--- src/rtl/gfx_addr_sched.sv ---
// Round-robin scheduler sharing one gfx address calculator among NREQ requesters.
// Shadows bitmap config, waits for the calculator's width register to settle, returns tagged results.
module gfx_addr_sched #(
    parameter int NREQ = 4,
    parameter int IDW  = 2,
    parameter int BN   = 6
) (
    input  logic                 clk,
    input  logic                 rst_n,
    input  logic [31:0]          cfg_base_i,
    input  logic [1:0]           cfg_depth_i,
    input  logic [15:0]          cfg_width_i,
    input  logic [NREQ-1:0]      req_i,
    input  logic [NREQ*16-1:0]   req_x_i,
    input  logic [NREQ*16-1:0]   req_y_i,
    output logic [NREQ-1:0]      ack_o,
    output logic [31:0]          calc_base_o,
    output logic [1:0]           calc_depth_o,
    output logic [15:0]          calc_width_o,
    output logic [15:0]          calc_x_o,
    output logic [15:0]          calc_y_o,
    input  logic [31:0]          calc_addr_i,
    input  logic [BN:0]          calc_mb_i,
    input  logic [BN:0]          calc_me_i,
    input  logic [BN:0]          calc_ce_i,
    output logic                 out_valid_o,
    input  logic                 out_ready_i,
    output logic [IDW-1:0]       out_id_o,
    output logic [31:0]          out_addr_o,
    output logic [BN:0]          out_mb_o,
    output logic [BN:0]          out_me_o,
    output logic [BN:0]          out_ce_o
);
    // Output handshake: a result transfers on a clock edge where out_valid_o && out_ready_i;
    // until then every out_* signal holds its value.
    typedef enum logic [1:0] {IDLE, SETTLE, CALC, OUT} state_t;

    state_t          state_q, state_d;
    logic [31:0]     base_q, base_d;
    logic [1:0]      depth_q, depth_d;
    logic [15:0]     width_q, width_d;
    logic [1:0]      settle_q, settle_d;
    logic [IDW-1:0]  rr_q, rr_d;
    logic [IDW-1:0]  id_q, id_d;
    logic [15:0]     x_q, x_d;
    logic [15:0]     y_q, y_d;
    logic [NREQ-1:0] ack_q, ack_d;
    logic            valid_q, valid_d;
    logic [IDW-1:0]  oid_q, oid_d;
    logic [31:0]     oaddr_q, oaddr_d;
    logic [BN:0]     omb_q, omb_d;
    logic [BN:0]     ome_q, ome_d;
    logic [BN:0]     oce_q, oce_d;

    logic [15:0]     x_arr [NREQ];
    logic [15:0]     y_arr [NREQ];
    logic            grant_found;
    logic [IDW-1:0]  grant_id;
    logic [IDW:0]    cand;

    for (genvar k = 0; k < NREQ; k++) begin : g_unpack
        assign x_arr[k] = req_x_i[16*k +: 16];
        assign y_arr[k] = req_y_i[16*k +: 16];
    end

    // Search starts just after the last winner, wrapping modulo NREQ.
    always_comb begin
        grant_found = 1'b0;
        grant_id    = '0;
        cand        = '0;
        for (int i = 1; i <= NREQ; i++) begin
            cand = {1'b0, rr_q} + (IDW+1)'(i);
            if (cand >= (IDW+1)'(NREQ)) cand = cand - (IDW+1)'(NREQ);
            if (!grant_found && req_i[cand[IDW-1:0]]) begin
                grant_found = 1'b1;
                grant_id    = cand[IDW-1:0];
            end
        end
    end

    always_comb begin
        state_d  = state_q;
        base_d   = base_q;
        depth_d  = depth_q;
        width_d  = width_q;
        settle_d = settle_q;
        rr_d     = rr_q;
        id_d     = id_q;
        x_d      = x_q;
        y_d      = y_q;
        ack_d    = '0;
        valid_d  = valid_q;
        oid_d    = oid_q;
        oaddr_d  = oaddr_q;
        omb_d    = omb_q;
        ome_d    = ome_q;
        oce_d    = oce_q;
        case (state_q)
            IDLE: begin
                if (cfg_depth_i != depth_q || cfg_width_i != width_q) begin
                    base_d   = cfg_base_i;
                    depth_d  = cfg_depth_i;
                    width_d  = cfg_width_i;
                    settle_d = 2'd2;
                    state_d  = SETTLE;
                end else if (cfg_base_i != base_q) begin
                    base_d = cfg_base_i;
                end else if (grant_found) begin
                    x_d             = x_arr[grant_id];
                    y_d             = y_arr[grant_id];
                    id_d            = grant_id;
                    ack_d[grant_id] = 1'b1;
                    rr_d            = grant_id;
                    state_d         = CALC;
                end
            end
            // Two edges: calculator input update, then its strips-per-line register.
            SETTLE: begin
                if (settle_q <= 2'd1) begin
                    settle_d = '0;
                    state_d  = IDLE;
                end else begin
                    settle_d = settle_q - 2'd1;
                end
            end
            CALC: begin
                oid_d   = id_q;
                oaddr_d = calc_addr_i;
                omb_d   = calc_mb_i;
                ome_d   = calc_me_i;
                oce_d   = calc_ce_i;
                valid_d = 1'b1;
                state_d = OUT;
            end
            OUT: begin
                if (valid_q && out_ready_i) begin
                    valid_d = 1'b0;
                    state_d = IDLE;
                end
            end
            default: state_d = IDLE;
        endcase
    end

    always_ff @(posedge clk) begin
        if (!rst_n) begin
            state_q  <= IDLE;
            base_q   <= '0;
            depth_q  <= '0;
            width_q  <= '0;
            settle_q <= '0;
            rr_q     <= IDW'(NREQ-1);
            id_q     <= '0;
            x_q      <= '0;
            y_q      <= '0;
            ack_q    <= '0;
            valid_q  <= 1'b0;
            oid_q    <= '0;
            oaddr_q  <= '0;
            omb_q    <= '0;
            ome_q    <= '0;
            oce_q    <= '0;
        end else begin
            state_q  <= state_d;
            base_q   <= base_d;
            depth_q  <= depth_d;
            width_q  <= width_d;
            settle_q <= settle_d;
            rr_q     <= rr_d;
            id_q     <= id_d;
            x_q      <= x_d;
            y_q      <= y_d;
            ack_q    <= ack_d;
            valid_q  <= valid_d;
            oid_q    <= oid_d;
            oaddr_q  <= oaddr_d;
            omb_q    <= omb_d;
            ome_q    <= ome_d;
            oce_q    <= oce_d;
        end
    end

    assign ack_o        = ack_q;
    assign calc_base_o  = base_q;
    assign calc_depth_o = depth_q;
    assign calc_width_o = width_q;
    assign calc_x_o     = x_q;
    assign calc_y_o     = y_q;
    assign out_valid_o  = valid_q;
    assign out_id_o     = oid_q;
    assign out_addr_o   = oaddr_q;
    assign out_mb_o     = omb_q;
    assign out_me_o     = ome_q;
    assign out_ce_o     = oce_q;

endmodule

--- config.mk ---
export PLATFORM = sky130hd
export DESIGN_NAME = gfx_addr_sched
export DESIGN_NICKNAME = d
export VERILOG_FILES = /design/src/rtl/gfx_addr_sched.sv
export SDC_FILE = /design/constraint.sdc
export NUM_CORES = 1
export LEC_CHECK = 0
export ABC_AREA = 1
export ABC_CLOCK_PERIOD_IN_PS = 3900
export CAP_MARGIN = 20
export CORE_AREA = 2 2 149 151
export CTS_BUF_LIST = sky130_fd_sc_hd__clkbuf_2 sky130_fd_sc_hd__clkbuf_4 sky130_fd_sc_hd__clkbuf_8
export CTS_CLUSTER_DIAMETER = 40
export CTS_CLUSTER_SIZE = 10
export DETAILED_ROUTE_END_ITERATION = 6
export DIE_AREA = 0 0 151 153
export PLACE_DENSITY = 0.7
export SYNTH_ARGS = -nofsm -noshare
export SYNTH_HDL_FRONTEND = slang
export SYNTH_SLANG_ARGS = --single-unit
--- constraint.sdc ---
create_clock -name clk -period 3.9 [get_ports clk]
set_input_delay 1.17 -clock clk [delete_from_list [all_inputs] [get_ports clk]]
set_output_delay 1.17 -clock clk [all_outputs]
set_load 0.03 [all_outputs]
## Word level (Yosys, flattened, before mapping)

Index checks and enable logic that the tools add are counted.

- $add $sub $neg: 9
- $mul: 0
- Div/mod/pow operators: 0
- $lt $le $gt $ge: 12
- Equal/unequal tests: 11
- Shift-type cells: 0
- Muxes and demuxes: 41
- Bitwise operators: 6
- Reduce and logical (&&, ||, !) cells: 20

Operator list:

| operator | count |
|---|---|
| binary-select mux 16 bit (select 2 bit) | 2 |
| two-way mux 16 bit | 4 |
| two-way mux 32 bit | 2 |
| != test 32 bit | 1 |
| two-way mux 2 bit | 15 |
| != test 16 bit | 1 |
| >= comparator 3 bit (second input constant) | 5 |
| less-than comparator 2 x 3 -> 1 bit (second input constant) | 5 |
| two-way mux 1 bit | 10 |
| subtractor 2 x 1 -> 2 bit (second input constant) | 5 |
| binary-select mux 1 bit (select 2 bit) | 4 |
| case mux 2 bit (4 select lines) | 1 |
| AND reduction 2 bit | 4 |
| AND reduction 4 bit | 2 |
| adder 2 x 2 -> 3 bit (second input constant) | 2 |
| != test 2 bit (second input constant) | 3 |
| != test 3 bit (second input constant) | 2 |
| nonzero test 2 bit | 3 |
| logical AND 1 bit | 5 |
| NOT 1 bit | 5 |
| OR reduction 5 bit | 1 |
| == test 2 bit (second input constant) | 2 |
| case mux 2 bit (2 select lines) | 1 |
| adder 2 x 1 -> 3 bit (second input constant) | 1 |
| 11 further kinds | 13 |

- Bits in registers: 150
- Bits in latches: 0
- Memory bits (writable): 0
- Memory bits (read-only): 0
- Memories: 0

## Logic depth before layout (Yosys ltp)

Gate-level depths: netlist of run 1.

- Word-level depth: 19
- Gate-level depth with buffers: 18
- Mapped depth without buffers: 16

## Worst setup path after synthesis of run 1

No wires, ideal clock.

- Kind: input to register
- Start: input cfg_base_i[29]
- End: register base_q[13], in the netlist calc_base_o[13]
- Library setup time: 0.070 ns
- Arrival time: 2.431 ns
- Required time: 3.830 ns
- Setup slack: 1.398 ns
- Stages: 11
- Cells stage by stage: or2_0 a21oi_1 nand2_1 nor2_1 nand2_1 nor2_1 nand2_1 nand2_1 buf_2 nand2_1 a21oi_1

- Longest elaborated chain between the ends: 3

RTL lines:

| what | line | RTL |
|---|---|---|
| start, declared | 10 | `input logic [31:0] cfg_base_i,` |
| != test 32 bit | 106 | `end else if (cfg_base_i != base_q) begin` |
| nonzero test 2 bit (no source line) | n/a |  |
| AND reduction 2 bit (no source line) | n/a |  |
| end signal, assigned | 165 | `base_q <= base_d;` |
| end, declared | 39 | `logic [31:0] base_q, base_d;` |

Every way passes these cells.
A chain may end at the register's enable or synchronous reset.

## Worst setup path in the final report of run 1

- Start: input req_i[2]
- End: register x_q[8], in the netlist calc_x_o[8]

- Longest elaborated chain between the ends: 16

RTL lines:

| what | line | RTL |
|---|---|---|
| start, declared | 13 | `input logic [NREQ-1:0] req_i,` |
| binary-select mux 1 bit (select 2 bit) | 74 | `if (!grant_found && req_i[cand[IDW-1:0]]) begin` |
| two-way mux 1 bit (not written as such) | 74 |  |
| two-way mux 1 bit | 74 |  |
| logical NOT 1 bit | 74 |  |
| logical AND 1 bit | 74 |  |
| two-way mux 1 bit | 74 |  |
| logical NOT 1 bit | 74 |  |
| logical AND 1 bit | 74 |  |
| two-way mux 1 bit | 74 |  |
| logical NOT 1 bit | 74 |  |
| logical AND 1 bit | 74 |  |
| two-way mux 2 bit | 74 |  |
| NOT 2 -> 3 bit (not written as such) | 109 | `x_d = x_arr[grant_id];` |
| binary-select mux 16 bit (select 2 bit) | 109 |  |
| two-way mux 16 bit (not written as such) (2 in a row) | 109 |  |
| end signal, assigned | 154 | `x_q <= '0;` |
| end signal, assigned | 171 | `x_q <= x_d;` |
| end, declared | 45 | `logic [15:0] x_q, x_d;` |

Several ways; a longest one is shown, not always the timed one. The select of a mux whose other input is x is not followed.

==> qor_table.md, run 1 <==
| Result | This run | Unit |
| --- | --- | --- |
| Share of the synthesized area in the top cell type | 39.8 | % |
| Number of flops mapped to enable cells by yosys | 0 | - |
| Transition time of the tightest slew-check pin | 1.00 | ns |
| Global Route Usage Sum | 22.7 | % |
| CTS H-tree lvls | 4 | - |
| Setup Skew | 0.0200 | ns |
| Share of layout cells above drive strength 1 | 5.50 | % |
| Outcome | finished clean | - |
| Clock Pin Slew Worst Setup and Hold Paths | 0.10 | ns |
| Slowest CP cell | sky130_fd_sc_hd__inv_2 | - |
| Number of cells produced by synthesis | 1137 | - |
| Required time at the worst-slack endpoint | 4.25 | ns |
| Top cells by count, synth | 273 x sky130_fd_sc_hd__nand2_1, 198 x sky130_fd_sc_hd__nor2_1, 150 x sky130_fd_sc_hd__dfxtp_1, 138 x sky130_fd_sc_hd__nand3_1, 89 x sky130_fd_sc_hd__o21ai_0 | - |
| Buffers inserted by post-CTS timing repair | 0 | - |
| Maximum count of clock buffers along a single path | 2 | - |
| Max-slew violation count | 0 | - |
| Maximum clock frequency | 330 | MHz |
| Most prevalent standard cell on the critical path | sky130_fd_sc_hd__nand2_1 | - |
| Vias after detailed routing | 8384 | - |
| Number of antenna violations at the first check in global routing | 1 | - |
| Number of design rule violations left after detail routing | 0 | - |
| TritonCTS sink count | 150 | - |
| Warning count from the yosys run | 0 | - |
| Post-Synthesis Net Count | 1375 | - |
| First-pass GRT wire length | 42100 | um |
| Fin Setup TNS | 0 | ns |
| Type of origin of the critical path | primary input | - |
| Setup-violating endpoint count in the final report | 0 | - |
| Highest signal layer in the routed design | met4 | - |
| Power, Total | 3590 | uW |
| Gpl congestion | 0.839 | - |
| Latest clock arrival within the worst-skew pair | 0.46 | ns |
| Starting DRT DRC Count | 373 | - |
| Maximum Capacitance Violations | 0 | - |
| Largest net degree at the start of global routing | 91 | - |
| Top area cells in the synthesized netlist | sky130_fd_sc_hd__dfxtp_1 40%, sky130_fd_sc_hd__nand2_1 14%, sky130_fd_sc_hd__nor2_1 9.8% | - |
| Areal power density over the cells | 303 | nW/um2 |
| Initial core utilization | 35.2 | % |
| Fill cell instance count of the final layout | 2114 | - |
| Num ports | 380 | - |
| Port-buffer cells | 379 | - |
| Ratio of routed vias to standard cells | 4.73 | - |
| Root Buffer Master | sky130_fd_sc_hd__clkbuf_8 | - |
| GR Overflow Total | 0 | - |
| Count of final hold-check violations | 0 | - |
| Worst path top cell family by delay | simple AND/OR/NAND/NOR gates | - |
| Area growth from synthesis to layout | 57.1 | % |
| Final Net Count | 1715 | - |
| CTS-repair resized insts | 0 | - |
| Vias in the first global route | 8187 | - |
| Vertical extent of the die | 153 | um |
| Clock tree from TritonCTS | done | - |
| Portion of the clock cycle consumed by the worst path in the final layout | 77.8 | % |
| Register area share after synthesis | 39.8 | % |
| Cell type contributing the most total cell area after synthesis | sky130_fd_sc_hd__dfxtp_1 | - |
| Pre-antenna DRT Iters | 5 | - |
| Tmin final | 3.03 | ns |
| Core Box Area | 21500 | um2 |
| Share of flip-flops with an asynchronous set or reset after synthesis | 0 | % |
| Number of antenna-violating nets in the routed design | 0 | - |
| Site row count | 54 | - |
| Max-slew headroom | 33.2 | % |
| Critical path start-end classification | primary input to register | - |
| Cell with the most instances after synthesis | sky130_fd_sc_hd__nand2_1 | - |
| Kind of end point of the critical path | register | - |
| Die extent in x | 151 | um |
| Crit path cell chain | clkdlybuf4s50_1 > nand2_1 > nand2_1 > nand2_1 > nand2_2 > nor2_4 > nand3_1 > nand2_4 > inv_2 > nor2_4 > nand2_1 > nand2_1 > nor2_1 > nor2_1 | - |
| Area of the mapped netlist | 7550 | um2 |
| Flip-flop and latch count after synthesis | 150 | - |
| Number of hold buffers added after CTS | 0 | - |
| Number of clock buffers inserted by TritonCTS | 17 | - |
| Wire length on met1 | 10400 | um |
| Total leakage power | 0.00500 | uW |
| Hold/Removal Path Class | register to register | - |
| Number of library cell types mapped by synthesis | 33 | - |
| DIE AREA | 23100 | um2 |
| Maximum cell stage delay along the critical path | 0.56 | ns |
| Routed length on met2 | 12900 | um |
| Main synth FF type | sky130_fd_sc_hd__dfxtp_1 | - |
| Critical path buffers and inverters | 2 | - |
| Critical path fanouts, max | 35 | - |
| Routed wirelength normalized by instance count | 15.0 | um |
| RSZ-0062 raised after global routing | false | - |
| Data arrival at the endpoint of the critical path | 3.38 | ns |
| Sum of met3 wire segment lengths after detailed routing | 2650 | um |
| WL final | 26600 | um |
| Total half-perimeter wirelength after legalization and detailed placement | 19400 | um |
| Average cell area after synthesis | 6.64 | um2 |
| Max VDD drop | 181 | uV |
[worst min-delay path, delay by kind of cell, from the launching register on]
kind | cells | cell delay, ns
AOI/OAI and AO/OA | 1 | 0.06
DFF | 1 | 0.32
and+or+nand+nor | 1 | 0.06
[where the power goes]
group	internal, uW	leakage [uW]	switching, uW
Clock	543	0.000198	695
Combinational	387	0.00358	356
Sequential	1570	0.00122	36.7
Total	2500	0.00500	1090
[final cells by class]
class                           instances  area, um2  share of cell area [%]
Multi-Input combinational cell        841       3910                    33.0
Timing Repair Buffer                  391       3900                    32.9
Sequential cell                       150       3000                    25.3
Tap cell                              280        350                    2.95
Inverter                               76        290                    2.45
Clock buffer                           18        241                    2.04
Clock inverter                         14        159                    1.34
Antenna cell                            1       2.50                  0.0211
[worst paths after layout]
| check | slack (ns) | startpoint | end | depth (start not counted) |
|---|---|---|---|---|
| min reg2reg | 0.48 | id_q[1] | id_q[1] | 2 |
| max reg2reg | 1.44 | rr_q[0] | calc_x_o[8] | 14 |
| max | 0.87 | req_i[2] | calc_x_o[8] | 14 |
| min | 0.48 | id_q[1] | id_q[1] | 2 |
[registers in the layout, indices dropped and copies added (netlist names)]
signal,cells
id_q,2
state_q,2
settle_q,2
ack_o,4
out_valid_o,1
out_addr_o,32
calc_depth_o,2
out_id_o,2
rr_q,2
calc_width_o,16
calc_base_o,32
out_ce_o,7
out_me_o,7
calc_x_o,16
out_mb_o,7
calc_y_o,16
[placed cells by master, fill, tap and decap left out, drive strengths merged, types with 65 or more instances in the layout]
| master | Yosys | final |
|---|---|---|
| nand2 | 281 | 281 |
| dfxtp | 150 | 150 |
| clkdlybuf4s50 | 0 | 378 |
| nand3 | 151 | 151 |
| o21ai | 90 | 90 |
| nor2 | 202 | 202 |
| a21oi | 65 | 65 |
| inv | 75 | 82 |
[metal layers]
metal  vias up  GRT usage (%)
li1       4302              -
met1      3742           25.9
met2       309           39.7
met3        31           7.88
met4         0           6.72
met5         -              0
[cells by family (layout without fill, tap and decap cells)]
logic type	after synthesis	after routing	synth area share (%)
DFF	150	150	39.8
other	0	1	0
and+or+nand+nor	646	646	36.8
xor gates and xnor gates	36	36	4.17
AOI/OAI and AO/OA	159	159	10.7
buffers and inverters	146	499	8.61
[metrics by stage]
step	cells	utilization, %	worst slack [ns]	hold slack, ns	area (um2)
6_report	1771	55.2	0.865	0.484	11900
5_1_grt	1771	55.2	0.611	0.516	11900
4_1_cts	1770	55.2	0.904	0.494	11900
3_5_place_dp	1738	53.3	0.391	0.475	11500
3_3_place_gp	1738	53.3	0.470	0.468	11500
2_1_floorplan	1137	-	1.40	0.444	7550
(Power assumes the default switching activity.)
==> run 2, diff against run 1 <==
- ABC_CLOCK_PERIOD_IN_PS: 3900 -> 2800
- CORE_AREA: 2 2 149 151 -> 2 2 146 148
- DIE_AREA: 0 0 151 153 -> 0 0 148 150
- PLACE_DENSITY: 0.7 -> 0.72
- clock period: 3.9 -> 2.8 ns (I/O delays scaled with it)
==> qor_table.md, run 2 (synthesis results as in run 1) <==
| Result | This run | Unit |
| --- | --- | --- |
| Most frequent standard cell in the layout excluding fill and tap cells | sky130_fd_sc_hd__clkdlybuf4s50_1 | - |
| Worst Hold Endpoint | settle_q[0] | - |
| Max-slew headroom | 46.7 | % |
| Initial core utilization | 36.5 | % |
| Setup-violating endpoint count in the final report | 0 | - |
| Commonest non-fill, non-tap cells in the layout | 378 x sky130_fd_sc_hd__clkdlybuf4s50_1, 273 x sky130_fd_sc_hd__nand2_1, 196 x sky130_fd_sc_hd__nor2_1 | - |
| Areal power density over the cells | 422 | nW/um2 |
| Clock tree from TritonCTS | done | - |
| Placed Cells incl. Taps | 1750 | - |
| Number of hold buffers added after CTS | 0 | - |
| Fill cell instance count of the final layout | 1954 | - |
| Root Buffer Master | sky130_fd_sc_hd__clkbuf_8 | - |
| Number of stages on the worst hold path | 2 | - |
| Worst-case register-to-register setup slack | 0.57 | ns |
| Area growth from synthesis to layout | 59.6 | % |
| Global Route Usage Sum | 23.5 | % |
| Hold/Removal Path Class | register to register | - |
| Worst r2r path cells | 13 | - |
| Pre-CTS setup slack | -0.246 | ns |
| Tmin final | 2.51 | ns |
| CTS-repair resized insts | 0 | - |
| Reg power frac | 44.1 | % |
| RSZ-0062 raised after global routing | false | - |
| Switch Pwr | 1500 | uW |
| Portion of the clock cycle consumed by the worst path in the final layout | 89.6 | % |
| Critical path start-end classification | primary input to register | - |
| Starting DRT DRC Count | 369 | - |
| Core Box Area | 20700 | um2 |
| Latest clock arrival within the worst-skew pair | 0.46 | ns |
| Total leakage power | 0.00512 | uW |
| Count of final hold-check violations | 0 | - |
| Setup Skew | 0.0214 | ns |
| Num ports | 380 | - |
| Slack of the critical path | 0.291 | ns |
| Ratio of routed vias to standard cells | 4.82 | - |
| Number of clock buffers inserted by TritonCTS | 17 | - |
| Gpl congestion | 0.836 | - |
| Design Area, Final | 12100 | um2 |
| Antenna diode count | 0 | - |
| Maximum Capacitance Violations | 0 | - |
| Max-slew violation count | 0 | - |
| DIE AREA | 22200 | um2 |
| Outcome | finished clean | - |
| Die extent in x | 148 | um |
| Maximum count of clock buffers along a single path | 2 | - |
| First-pass GRT wire length | 42200 | um |
| Clock network fraction of design power | 34.9 | % |
| Type of origin of the critical path | primary input | - |
| GR Overflow Total | 0 | - |
| Total half-perimeter wirelength after legalization and detailed placement | 19500 | um |
| Maximum clock frequency | 399 | MHz |
| Placed inst area | 11600 | um2 |
| R2r endpoint | calc_y_o[1] | - |
| WL final | 26600 | um |
| Beginning of the worst hold path | settle_q[1] | - |
| Site row count | 53 | - |
| Buffers inserted by post-CTS timing repair | 0 | - |
| Data arrival at the endpoint of the critical path | 2.88 | ns |
| TritonCTS sink count | 150 | - |
| Port-buffer cells | 379 | - |
| Vertical extent of the die | 150 | um |
| Multi-input combinational cell area | 3910 | um2 |
| Required time at the worst-slack endpoint | 3.17 | ns |
| Transition time of the tightest slew-check pin | 0.799 | ns |
| Fraction of power spent switching nets | 29.4 | % |
| Final Net Count | 1732 | - |
| Int Power | 3590 | uW |
| Vias in the first global route | 8393 | - |
| Routed wirelength normalized by instance count | 14.9 | um |
| Source of the worst register-to-register timing path | rr_q[0] | - |
| Kind of end point of the critical path | register | - |
| Critical path fanouts, max | 51 | - |
| Relative contribution of combinational cells to total power | 21.0 | % |
| Area used by sequential logic in the layout | 3000 | um2 |
| Share of layout cells above drive strength 1 | 6.57 | % |
| Number of antenna-violating nets in the routed design | 0 | - |
| Max VDD drop | 250 | uV |
| Number of design rule violations left after detail routing | 0 | - |
| Pre-antenna DRT Iters | 5 | - |
| CTS H-tree lvls | 4 | - |
| Filler-free cell count of the finished design | 1782 | - |
| Largest net degree at the start of global routing | 91 | - |
| Clock Pin Slew Worst Setup and Hold Paths | 0.09 | ns |
| Vias after detailed routing | 8587 | - |
| Number of antenna violations at the first check in global routing | 0 | - |
==> run 2: cell count changes in the layout (fill, tap and decap cells not counted), sizes merged <==
cell / previous run / this run
buf: 13 / 30
bufinv: 1 / 2
clkinv: 5 / 3
diode: 1 / 0
inv: 82 / 83
==> run 2: worst max path at each step <==
stage,slack (ns),startpoint,cells after the start,to
after floorplan,0.63,cfg_base_i[29],11,calc_base_o[13]
after global placement,-0.16,cfg_width_i[13],10,ack_o[2]
after detailed placement,-0.25,cfg_width_i[15],12,ack_o[1]
after CTS,0.24,cfg_width_i[15],12,ack_o[1]
after global routing,0.10,cfg_width_i[15],12,ack_o[2]
final,0.29,cfg_width_i[15],12,ack_o[1]
==> run 2: final cells by class <==
cell class	instances	area share, %
Timing Repair Buffer	408	34.0
Multi-Input combinational cell	841	32.5
Sequential cell	150	24.9
Tap cell	275	2.86
Inverter	76	2.41
Clock buffer	18	2.00
Clock inverter	14	1.37
==> run 2: critical path, stage by stage <==
cell	delay [ns]
sky130_fd_sc_hd__clkdlybuf4s50_1	0.50
sky130_fd_sc_hd__inv_1	0.05
sky130_fd_sc_hd__nand2_1	0.05
sky130_fd_sc_hd__nand2_1	0.05
sky130_fd_sc_hd__nor3_1	0.13
sky130_fd_sc_hd__nand2_1	0.07
sky130_fd_sc_hd__nor2_1	0.16
sky130_fd_sc_hd__nand4_1	0.24
sky130_fd_sc_hd__nor2_4	0.20
sky130_fd_sc_hd__buf_12	0.23
sky130_fd_sc_hd__nand2_1	0.14
sky130_fd_sc_hd__nor3_1	0.19
==> run 2: per-layer routing <==
metal / wire [um] / track usage, %
met2: 13100 / 41.1
met3: 2490 / 8.32
met1: 10500 / 27.0
met5: 0 / 0
met4: 491 / 6.90
==> run 2: through the flow <==
step                      setup TNS (ns)  utilization [%]  total power (uW)  hold WS (ns)
after floorplan                        0                -              2780         0.444
after global placement             -4.31             56.3              3350         0.471
after detailed placement           -7.53             56.3              3360         0.478
after CTS                              0             58.2              5150         0.489
after global routing                   0             58.2              5330         0.511
final                                  0             58.2              5080         0.487
==> run 2: power groups by stage <==
stage	clock [uW]	combinational, uW	sequential [uW]
2_1_floorplan	0	393	2390
3_3_place_gp	0	1070	2290
3_5_place_dp	0	1070	2290
4_1_cts	1830	1080	2240
5_1_grt	1910	1160	2250
6_report	1770	1070	2240
==> variant, RTL diff (settings of run 2) <==
Make the reset (`rst_n`) asynchronous in one clocked block.
--- a/src/rtl/gfx_addr_sched.sv
+++ b/src/rtl/gfx_addr_sched.sv
@@ -144,3 +144,3 @@
 
-    always_ff @(posedge clk) begin
+    always_ff @(posedge clk or negedge rst_n) begin
         if (!rst_n) begin
Behaviour: differs if rst_n is asserted again (counterexample within 4 cycles, from zero or initial values and one cycle with rst_n low); with rst_n held inactive, the same outputs for 4 cycles.
==> variant against run 2 <==
  * Worst setup slack improved by 0.092 ns
  * Critical path type unchanged
  * Largest cell class unchanged
  * Die area unchanged
  * Design area increased by 7.0%
  * Final cell count increased by 1.5%
  * Synthesized area increased by 8.5%
  * Non-clock buffer count increased by 9
  * Critical endpoint is now ack_o[0]$_DFF_PN0_
  * Wire length increased by 3.1%
  * Sequential cell count unchanged
  * Maximum frequency increased by 3.8%
  * Highest routed layer unchanged
Power is not compared: it rests on default switching activity, and its combinational part moved more than twofold at a synthesized area within 25%.
==> variant: results (changes against run 2) <==
STA
  – Worst Hold Slack: 0.276 ns (-0.210 ns)
  – Final setup skew: 0.0218 ns (+0.000376 ns)
  – Crit path setup slack, layout: 0.383 ns (+0.0925 ns)

Critical path
  – Worst flop-to-flop path startpoint: rr_q[0]$_DFFE_PN1P_
  – FF-to-FF setup slack: 0.54 ns (-0.03 ns)
  – CP arrival: 2.74 ns (-0.14 ns)
  – Launching instance or port of the critical path: cfg_depth_i[0]
  – CP Max Fanout: 4 (-92%)
  – Number of cells on the worst reg-to-reg path: 11 (-2)
  – Endpoint of the most critical setup path: ack_o[0]$_DFF_PN0_

Logic synthesis
  – Share of synthesized area occupied by flip-flops and latches: 45.8% (+6.1 points)
  – Leading post-synthesis cells by instance count: sky130_fd_sc_hd__nand2_1 (631), sky130_fd_sc_hd__dfrtp_1 (148), sky130_fd_sc_hd__nand4_1 (71), sky130_fd_sc_hd__inv_1 (44), sky130_fd_sc_hd__nand3_1 (43)
  – Top FF cell, synth: sky130_fd_sc_hd__dfrtp_1
  – Fraction of the mapped netlist area in compound gates: 2.17% (-8.5 points)
  – Fraction of registers with async set/reset: 100% (+100 points)
  – Synthesized netlist cell count: 1148 (+0.97%)
  – Largest cells by area after synthesis: sky130_fd_sc_hd__dfrtp_1 (45%), sky130_fd_sc_hd__nand2_1 (29%), sky130_fd_sc_hd__nand4_1 (5.4%)
  – Synthesized net count: 1386 (+0.80%)

Finish
  – Ratio of cells with drive above 1 in the final layout: 7.50% (+0.93 points)
  – Count of buffers not belonging to the clock network in the layout: 417 (+2.2%)
  – Number of ordinary inverters in the final layout: 52 (-32%)
  – Diode insertion count for antenna repair: 0 (unchanged)
  – Fill cell total of the finished layout: 1911 (-2.2%)
  – Data buffer area share: 33.4% (-0.60 points)
  – Clock-cell share: 3.27% (-0.11 points)
  – Total number of sequential cells: 150 (unchanged)
  – Clock Buffer Count: 17 (-1)
  – Multi-input gate share of total cell area: 30.0% (-2.4 points)
  – Multi-Input Combinational: 882 (+4.9%)
  – Post-layout net count: 1758 (+1.5%)
  – Sequential Area: 3760 µm² (+25%)

Global routing
  – Global-route track usage on met3: 6.19% (-2.1 points)
  – Global Route met1 Usage: 31.5% (+4.6 points)
  – Via count of the first global-routing pass: 8000 (-4.7%)
  – Global routing usage on met2: 38.6% (-2.5 points)
  – Total routing resource utilization after global routing: 24.0% (+0.52 points)
  – Global-route wire length before repair: 42100 µm (-0.20%)
  – Largest net degree at the start of global routing: 55 (-40%)

Drt
  – Vias per cell: 4.78 (-0.73%)
  – Via count: 8649 (+0.72%)
  – DRC marker count from the first detailed-route iteration: 496 (+34%)
  – Met2 Wirelength: 13200 µm (+0.66%)
  – Routed wire length on met3: 1940 µm (-22%)
  – Met1 wire length: 11500 µm (+9.4%)

Clock tree
  – Post-CTS setup buffer count: 0 (unchanged)

Hold path
  – Classification of the worst-slack hold path: in2async

Place
  – Port Buf Inserts: 379 (unchanged)
  – Placer congestion estimate: 0.855 (+2.3%)
  – Detail Placement HPWL: 20500 µm (+4.8%)
  – Post-placement setup slack: -0.0654 ns (+0.180 ns)

Status
  – Run status: finished, final reports clean
==> variant: changes by cell type after synthesis, moves of 10 or more <==
cell,run 2,this run
sky130_fd_sc_hd__a21oi_1,65,5
sky130_fd_sc_hd__buf_4,4,14
sky130_fd_sc_hd__clkbuf_1,35,19
sky130_fd_sc_hd__dfrtp_1,0,148
sky130_fd_sc_hd__dfxtp_1,150,0
sky130_fd_sc_hd__inv_1,68,44
sky130_fd_sc_hd__nand2_1,273,631
sky130_fd_sc_hd__nand2_2,5,15
sky130_fd_sc_hd__nand3_1,138,43
sky130_fd_sc_hd__nand4_1,4,71
sky130_fd_sc_hd__nor2_1,198,32
sky130_fd_sc_hd__o21ai_0,89,21
==> variant: through the flow <==
step / cell area (µm²) / power (mW) / utilization (%)
after floorplan: 8200 / 4.77 / -
after global placement: 12500 / 6.24 / 60.3
after detailed placement: 12500 / 6.29 / 60.3
after CTS: 12900 / 8.12 / 62.4
after global routing: 12900 / 8.52 / 62.4
final: 12900 / 8.02 / 62.4
